==> src/rtl/construtor_caminho_pkg.sv <==
// Shared state encoding and sizing defaults for the path builder.
// MAX_PASSOS defaults to one visit per addressable node.
package construtor_caminho_pkg;

  localparam int ADDR_WIDTH_PADRAO = 6;
  localparam int CONT_WIDTH_PADRAO = 7;

  function automatic int max_passos_de(input int addr_width);
    return 2 ** addr_width;
  endfunction

  localparam int MAX_PASSOS_PADRAO = max_passos_de(ADDR_WIDTH_PADRAO);

  typedef enum logic [2:0] {
    OCIOSO  = 3'd0,
    EMITIR  = 3'd1,
    LER     = 3'd2,
    CAPTURA = 3'd3,
    FIM     = 3'd4,
    ERRO    = 3'd5
  } estado_t;

endpackage

==> src/rtl/construtor_caminho.sv <==
// Walks the predecessor memory from destino back to fonte, emitting one node per hop
// over a valid/lido handshake; 3 cycles from lido to the next valid, unlimited backpressure.
module construtor_caminho
  import construtor_caminho_pkg::*;
#(
  parameter int ADDR_WIDTH = ADDR_WIDTH_PADRAO,
  parameter int MAX_PASSOS = max_passos_de(ADDR_WIDTH),
  parameter int CONT_WIDTH = CONT_WIDTH_PADRAO
) (
  input  logic                  clk,
  input  logic                  rst_n,
  input  logic                  iniciar_in,
  input  logic [ADDR_WIDTH-1:0] fonte_in,
  input  logic [ADDR_WIDTH-1:0] destino_in,
  output logic                  ant_rd_en_out,
  output logic [ADDR_WIDTH-1:0] ant_rd_addr_out,
  input  logic [ADDR_WIDTH-1:0] ant_rd_data_in,
  output logic                  caminho_valid_out,
  output logic [ADDR_WIDTH-1:0] caminho_addr_out,
  input  logic                  lido_in,
  output logic                  caminho_pronto_out,
  output logic                  erro_out,
  output logic                  ocupado_out,
  output logic [CONT_WIDTH-1:0] comprimento_out
);

  localparam logic [CONT_WIDTH-1:0] LIMITE = CONT_WIDTH'(MAX_PASSOS);

  estado_t               estado_q, estado_d;
  logic [ADDR_WIDTH-1:0] fonte_q, fonte_d;
  logic [ADDR_WIDTH-1:0] atual_q, atual_d;
  logic [CONT_WIDTH-1:0] comp_q, comp_d;
  logic [CONT_WIDTH-1:0] comp_inc;
  logic                  valid_q, valid_d;
  logic [ADDR_WIDTH-1:0] addr_q, addr_d;
  logic                  rd_en_q, rd_en_d;
  logic [ADDR_WIDTH-1:0] rd_addr_q, rd_addr_d;
  logic                  pronto_q, pronto_d;
  logic                  erro_q, erro_d;
  logic                  ocupado_q, ocupado_d;

  assign comp_inc = comp_q + 1'b1;

  always_comb begin
    estado_d  = estado_q;
    fonte_d   = fonte_q;
    atual_d   = atual_q;
    comp_d    = comp_q;
    valid_d   = valid_q;
    addr_d    = addr_q;
    rd_en_d   = 1'b0;
    rd_addr_d = rd_addr_q;
    pronto_d  = 1'b0;
    erro_d    = erro_q;
    case (estado_q)
      OCIOSO: begin
        if (iniciar_in) begin
          fonte_d  = fonte_in;
          atual_d  = destino_in;
          comp_d   = '0;
          erro_d   = 1'b0;
          valid_d  = 1'b1;
          addr_d   = destino_in;
          estado_d = EMITIR;
        end
      end
      EMITIR: begin
        if (lido_in && valid_q) begin
          comp_d  = comp_inc;
          valid_d = 1'b0;
          if (atual_q == fonte_q) begin
            pronto_d = 1'b1;
            estado_d = FIM;
          end else if (comp_inc == LIMITE) begin
            // Path never reached fonte: predecessor chain loops or is corrupt.
            erro_d   = 1'b1;
            estado_d = ERRO;
          end else begin
            rd_en_d   = 1'b1;
            rd_addr_d = atual_q;
            estado_d  = LER;
          end
        end
      end
      LER:     estado_d = CAPTURA;
      CAPTURA: begin
        atual_d  = ant_rd_data_in;
        valid_d  = 1'b1;
        addr_d   = ant_rd_data_in;
        estado_d = EMITIR;
      end
      FIM:     estado_d = OCIOSO;
      ERRO:    estado_d = OCIOSO;
      default: estado_d = OCIOSO;
    endcase
    ocupado_d = (estado_d != OCIOSO);
  end

  always_ff @(posedge clk or negedge rst_n) begin
    if (!rst_n) begin
      estado_q  <= OCIOSO;
      fonte_q   <= '0;
      atual_q   <= '0;
      comp_q    <= '0;
      valid_q   <= 1'b0;
      addr_q    <= '0;
      rd_en_q   <= 1'b0;
      rd_addr_q <= '0;
      pronto_q  <= 1'b0;
      erro_q    <= 1'b0;
      ocupado_q <= 1'b0;
    end else begin
      estado_q  <= estado_d;
      fonte_q   <= fonte_d;
      atual_q   <= atual_d;
      comp_q    <= comp_d;
      valid_q   <= valid_d;
      addr_q    <= addr_d;
      rd_en_q   <= rd_en_d;
      rd_addr_q <= rd_addr_d;
      pronto_q  <= pronto_d;
      erro_q    <= erro_d;
      ocupado_q <= ocupado_d;
    end
  end

  assign ant_rd_en_out      = rd_en_q;
  assign ant_rd_addr_out    = rd_addr_q;
  assign caminho_valid_out  = valid_q;
  assign caminho_addr_out   = addr_q;
  assign caminho_pronto_out = pronto_q;
  assign erro_out           = erro_q;
  assign ocupado_out        = ocupado_q;
  assign comprimento_out    = comp_q;

endmodule

==> config.mk <==
export PLATFORM = sky130hd
export DESIGN_NAME = construtor_caminho
export DESIGN_NICKNAME = d
export VERILOG_FILES = /design/src/rtl/construtor_caminho_pkg.sv /design/src/rtl/construtor_caminho.sv
export SDC_FILE = /design/constraint.sdc
export NUM_CORES = 1
export LEC_CHECK = 0
export CORE_AREA = 2 2 65 67
export CTS_CLUSTER_DIAMETER = 120
export CTS_CLUSTER_SIZE = 20
export DETAILED_ROUTE_END_ITERATION = 10
export DIE_AREA = 0 0 67 69
export GPL_ROUTABILITY_DRIVEN = 1
export PLACE_DENSITY_LB_ADDON = 0.12
export SLEW_MARGIN = 15
export SYNTH_ARGS = -nofsm -noshare
export SYNTH_HDL_FRONTEND = slang
export SYNTH_SLANG_ARGS = --single-unit
==> constraint.sdc <==
create_clock -name clk -period 2.2 [get_ports clk]
set_input_delay 0.33 -clock clk [delete_from_list [all_inputs] [get_ports clk]]
set_output_delay 0.33 -clock clk [all_outputs]
set_load 0.01 [all_outputs]
==> impl_metrics.py, run 1 <==
metrics = {
    "timing": {
        "worstMarginPinSlew_ps": 425.0,
        "rsz0062_at_grt": "no",
        "slew-limit-headroom_pct": 71.67,
        "fin_crit_ps": 2114,
        "skew_ps": 4.276,
        "post-route-period-util_pct": 96.09,
        "slew_violations": 0,
        "fin_tns_setup_ps": 0,
        "timing.fmax_mhz": 473.1,
        "hold_violations": 0,
        "finalSetupViolCount": 0,
    },
    "setup_path": {
        "cp_top_family": "simple AND/OR/NAND/NOR gates",
        "critPathSlowestCell": "dfrtp_1",
        "cp.arrival_ps": 2280,
        "worst_setup_path_end_kind": "flip-flop",
        "startpoint_type": "flip-flop",
        "crit_buf_inv": 1,
        "cp-startpoint": "comprimento_out[0]",
        "crit_chain": "ha_1 > and3_4 > or3b_1 > a21boi_2 > a21bo_1 > buf_12 > mux2_4",
        "path_max_fanout": 8,
        "cp.required_ps": 2360,
        "timing.rr.start": "comprimento_out[0]",
        "worstSetupPathType": "flip-flop to flip-flop",
        "cpPeakStageDelay_ps": 380,
    },
    "synth": {
        "ys_types": 32,
        "syn_inst": 166,
        "synth_nets": 190,
        "avgSynthCellArea_um2": 9.685,
        "synth-seq-area-share_pct": 51.36,
        "syn-cell-area_um2": 1608,
        "yosys_warnings": 0,
        "ys_ff_latch": 33,
    },
    "route": {
        "vias": 1354,
        "dr.pass1.iters": 4,
        "wl_met1_um": 1796,
        "dr_wl_met2_um": 1778,
        "top_layer": "met4",
        "wl_um": 3803,
        "drc_errors": 0,
        "viasPerCell": 5.033,
        "drtAntennaViolNets": 0,
        "drtIter0Drc": 139,
        "detailroute.wirelength.met3_um": 192,
        "wl_per_cell_um": 14.14,
    },
    "floorplan": {
        "design.core.area_um2": 3914,
        "rows": 23,
        "fp.dieW_um": 67,
        "ios": 46,
        "initial_utilization_pct": 41.08,
        "die_area_um2": 4623,
        "chipHeight_um": 69,
    },
    "final_layout": {
        "final_nets": 242,
        "area_delta_synth_final_pct": 41.17,
        "layout-drive-gt1-share_pct": 11.87,
        "antenna_cells": 0,
        "utilization_pct": 57.99,
    },
    "place": {
        "gp_congestion": 0.8100,
        "port_buffers": 45,
        "hpwlAfterDp_um": 2705,
    },
    "clocking": {
        "cts-htree-levels": 2,
        "holdBufCountCts": 0,
        "ctsResizeCount": 0,
        "cts_setup_buffers": 0,
        "clk_latency_ps": 280,
        "cts-root-buf": "clkbuf_8",
        "numCtsBuffers": 5,
        "clock_path_buffers": 2,
        "tritoncts": "done",
        "clk_pin_slew_ps": 70,
        "cts.sinks": 33,
    },
    "global_route": {
        "antenna_found_initial": 0,
        "grt.overflow.total": 0,
        "grt_pass1_wl_um": 6313,
        "grt_max_degree": 34,
        "grt_use_total_pct": 17.88,
        "grt_pass1_vias": 1330,
    },
    "outcome": {
        "status": "finished clean",
    },
    "pwr": {
        "peakVddDrop_mv": 0.5580,
        "p_leak_nw": 1.028,
        "power_density_nw_per_um2": 1264,
    },
    "worst_hold_path": {
        "hold_path.class": "input pin to async pin",
    },
    "flow_run": {
        "maxCapViolations": 0,
    },
}
## metal layers
| layer | track usage, % | vias up |
|---|---|---|
| met2 | 27.06 | 38 |
| li1 | - | 670 |
| met5 | 0 | - |
| met3 | 4.241 | 6 |
| met4 | 6.349 | 0 |
| met1 | 24.81 | 640 |
## kinds of logic after synthesis
logic type	Yosys count	share of synthesized area, %
simple gates	82	23.04
mux	6	5.603
buf+inv	8	2.645
xor+xnor	9	4.903
flops	33	51.36
fa+ha+maj	2	1.556
compound gates	26	10.90
## worst paths after layout
| check | depth (start not counted) | slack (ps) | endpoint |
|---|---|---|---|
| hold reg to reg | 2 | 500 | fonte_q[3] |
| min in group clk | 2 | 500 | fonte_q[3] |
| setup / recovery | 7 | 90 | ant_rd_addr_out[1] |
| max in group asynchronous | 2 | 1430 | ant_rd_addr_out[2] |
| setup reg to reg | 7 | 90 | ant_rd_addr_out[1] |
| hold / removal | 2 | 450 | ocupado_out |
## area by class of cell
type	count	area [µm²]
clock buffer	7	86.33
timing repair buffer	52	515.5
tap	50	62.56
multi-input combinational	125	745.7
fill	358	1644
inverter	1	3.754
clock inverter	1	30.03
sequential	33	825.8
## synth_stat cells
cell type,n,area share [%]
a21bo_1,1,0.62
a21bo_2,1,0.62
a21boi_2,1,0.70
a21oi_1,3,0.93
a31oi_1,7,2.7
a32o_1,1,0.62
a41oi_2,1,1.0
and2b_2,1,0.54
and3_4,1,0.70
and4b_1,1,0.62
buf_2,1,0.31
buf_4,1,0.47
buf_6,1,0.70
clkbuf_1,4,0.93
dfrtp_1,33,51
ha_1,2,1.6
inv_1,1,0.23
mux2_4,6,5.6
nand2_1,45,11
nand3_1,8,2.5
nand3b_1,2,0.93
nand4b_1,1,0.54
nor2_1,15,3.5
nor3_1,4,1.2
nor3b_1,1,0.47
nor4_1,1,0.39
nor4b_1,1,0.54
o21a_1,1,0.47
o21ai_0,9,2.8
o22ai_1,1,0.39
or3b_1,1,0.54
xor2_1,9,4.9
## cells in the final DEF, fill, tap and decap left out, types with 2 or more instances in the layout
master,synthesis,routed
nand2_1,45,45
clkdlybuf4s50_1,0,45
dfrtp_1,33,33
nor2_1,15,15
xor2_1,9,9
o21ai_0,9,9
nand3_1,8,8
a31oi_1,7,7
mux2_4,6,6
clkbuf_8,0,6
buf_4,1,6
nor3_1,4,4
a21oi_1,3,3
nand3b_1,2,2
ha_1,2,2
## worst register-to-register path, cell delays in order, from the launching register on
cell	delay [ps]
dfrtp_1	380
ha_1	270
and3_4	190
or3b_1	360
a21boi_2	190
a21bo_1	170
buf_12	140
mux2_4	300
## report_power, final
part | internal [mW] | leakage [nW] | switching [mW]
Combinational | 0.679 | 0.561 | 0.543
Clock | 0.369 | 0.0585 | 0.217
Sequential | 0.837 | 0.408 | 0.224
## state kept, by name, summed over array words and instances (netlist names), 3 cells and up
| signal | count |
|---|---|
| ant_rd_addr_out | 6 |
| fonte_q | 6 |
| comprimento_out | 7 |
| estado_q | 3 |
| caminho_addr_out | 6 |
## through the flow
stage	instances	instance area, µm²	setup slack, ps	power [mW]	hold slack, ps
floorplan	166	1608	70.46	1.720	34.41
global placement	261	2153	154.8	2.261	486.4
finish	269	2270	86.06	2.869	449.9
detailed placement	261	2153	102.6	2.290	487.3
global route	269	2270	10.42	3.060	485.0
CTS	269	2270	93.85	2.894	468.3
No activity file was read; power rests on OpenSTA's default activity.
==> run 2, diff against run 1 <==
--- a/config.mk
+++ b/config.mk
@@ -12,6 +12,7 @@
 export DIE_AREA = 0 0 67 69
 export GPL_ROUTABILITY_DRIVEN = 1
 export PLACE_DENSITY_LB_ADDON = 0.12
+export RECOVER_POWER = 100
 export SLEW_MARGIN = 15
 export SYNTH_ARGS = -nofsm -noshare
 export SYNTH_HDL_FRONTEND = slang
==> impl_metrics.py, run 2 (same netlist as run 1, synthesis figures left out) <==
metrics = {
    "global_route": {
        "grt.overflow.total": 0,
        "grt_max_degree": 34,
        "antenna_found_initial": 0,
        "grt_pass1_vias": 1330,
        "grt_pass1_wl_um": 6313,
        "grt_use_total_pct": 17.88,
    },
    "place": {
        "pre_cts_ws_ps": 102.6,
        "port_buffers": 45,
        "hpwlAfterDp_um": 2705,
        "gp_congestion": 0.8100,
    },
    "worst_hold_path": {
        "hold_path.class": "flip-flop to flip-flop",
    },
    "floorplan": {
        "design.core.area_um2": 3914,
        "fp.dieW_um": 67,
        "die_area_um2": 4623,
        "initial_utilization_pct": 41.08,
        "rows": 23,
        "chipHeight_um": 69,
        "ios": 46,
    },
    "timing": {
        "worstMarginPinSlew_ps": 820.6,
        "fin_crit_ps": 2119,
        "hold_violations": 0,
        "worst_slack_ps": 80.92,
        "skew_ps": 3.833,
        "finalSetupViolCount": 0,
        "fin_tns_setup_ps": 0,
        "timing.fmax_mhz": 471.9,
        "slew-limit-headroom_pct": 45.29,
        "rsz0062_at_grt": "no",
        "post-route-period-util_pct": 96.32,
        "slew_violations": 0,
    },
    "final_layout": {
        "area_delta_synth_final_pct": 40.47,
        "antenna_cells": 0,
        "final_common_cell": "nand2_1",
        "layout-drive-gt1-share_pct": 10.50,
        "final_cell_mix": "nand2_1 (45), dfrtp_1 (33), dlygate4sd3_1 (26), clkdlybuf4s50_1 (19), nor2_1 (15)",
        "largest_reg_flops": 7,
        "n_fill_cell": 361,
        "final_nets": 242,
    },
    "clocking": {
        "ctsResizeCount": 0,
        "clock_path_buffers": 2,
        "cts-htree-levels": 2,
        "tritoncts": "done",
        "numCtsBuffers": 5,
        "holdBufCountCts": 0,
        "clk_latency_ps": 280,
        "cts_setup_buffers": 0,
        "cts.sinks": 33,
        "clk_pin_slew_ps": 70,
        "cts-root-buf": "clkbuf_8",
    },
    "setup_path": {
        "cp.arrival_ps": 2280,
        "startpoint_type": "flip-flop",
        "worstSetupPathType": "flip-flop to flip-flop",
        "path_max_fanout": 8,
        "cp.required_ps": 2360,
        "worst_setup_path_end_kind": "flip-flop",
    },
    "route": {
        "vias": 1340,
        "viasPerCell": 4.981,
        "drc_errors": 0,
        "drtAntennaViolNets": 0,
        "wl_per_cell_um": 14.13,
        "dr.pass1.iters": 4,
        "wl_um": 3800,
        "drtIter0Drc": 108,
    },
    "pwr": {
        "p_total_mw": 2.791,
        "peakVddDrop_mv": 0.5547,
        "power_density_nw_per_um2": 1236,
        "p_leak_nw": 1.052,
    },
    "outcome": {
        "status": "finished clean",
    },
    "flow_run": {
        "maxCapViolations": 0,
    },
}
-- run 2: cell type report --
class | instances | area, µm² | share of cell area, %
Timing Repair Buffer | 52 | 505.5 | 22.38
Clock buffer | 7 | 86.33 | 3.823
Inverter | 1 | 3.754 | 0.1662
Clock inverter | 1 | 30.03 | 1.330
Tap cell | 50 | 62.56 | 2.770
Sequential cell | 33 | 825.8 | 36.57
Multi-Input combinational cell | 125 | 744.5 | 32.96
-- run 2: critical path, cell delays in order, from the launching register on --
cell      delay [ps]
dfrtp_1          380
ha_1             270
and3_4           190
or3b_1           360
a21boi_2         190
a21bo_1          170
buf_12           140
mux2_4           290
-- run 2: layer usage --
metal | wire length, µm | global-route usage [%] | share of wire [%]
met1 | 1806 | 24.81 | 48
met2 | 1746 | 27.06 | 46
met3 | 211 | 4.241 | 5.6
met4 | 36 | 6.349 | 0.95
met5 | 0 | 0 | 0
-- run 2: power by group --
| group | total [mW] | internal (mW) | switching, mW |
|---|---|---|---|
| logic | 1.15 | 0.609 | 0.541 |
| registers | 1.05 | 0.836 | 0.218 |
| clock network | 0.586 | 0.369 | 0.217 |
-- run 2: through the flow --
step	cells	hold WS (ps)	instance area, µm²	utilization, %
global placement	261	486.4	2153	55.02
floorplan	166	34.41	1608	-
CTS	269	468.3	2270	57.99
finish	269	499.1	2258	57.70
detailed placement	261	487.3	2153	55.02
global route	269	520.2	2258	57.70
-- run 2: worst paths after layout --
check,from,to,slack [ps],cells after the start
max in group asynchronous,rst_n,comprimento_out[1],1010,2
min in group asynchronous,rst_n,ocupado_out,670,2
worst max-delay path,comprimento_out[0],ant_rd_addr_out[1],80,7
worst max register to register,comprimento_out[0],ant_rd_addr_out[1],80,7
worst min register to register,fonte_q[3],fonte_q[3],500,2
worst min-delay path,fonte_q[3],fonte_q[3],500,2
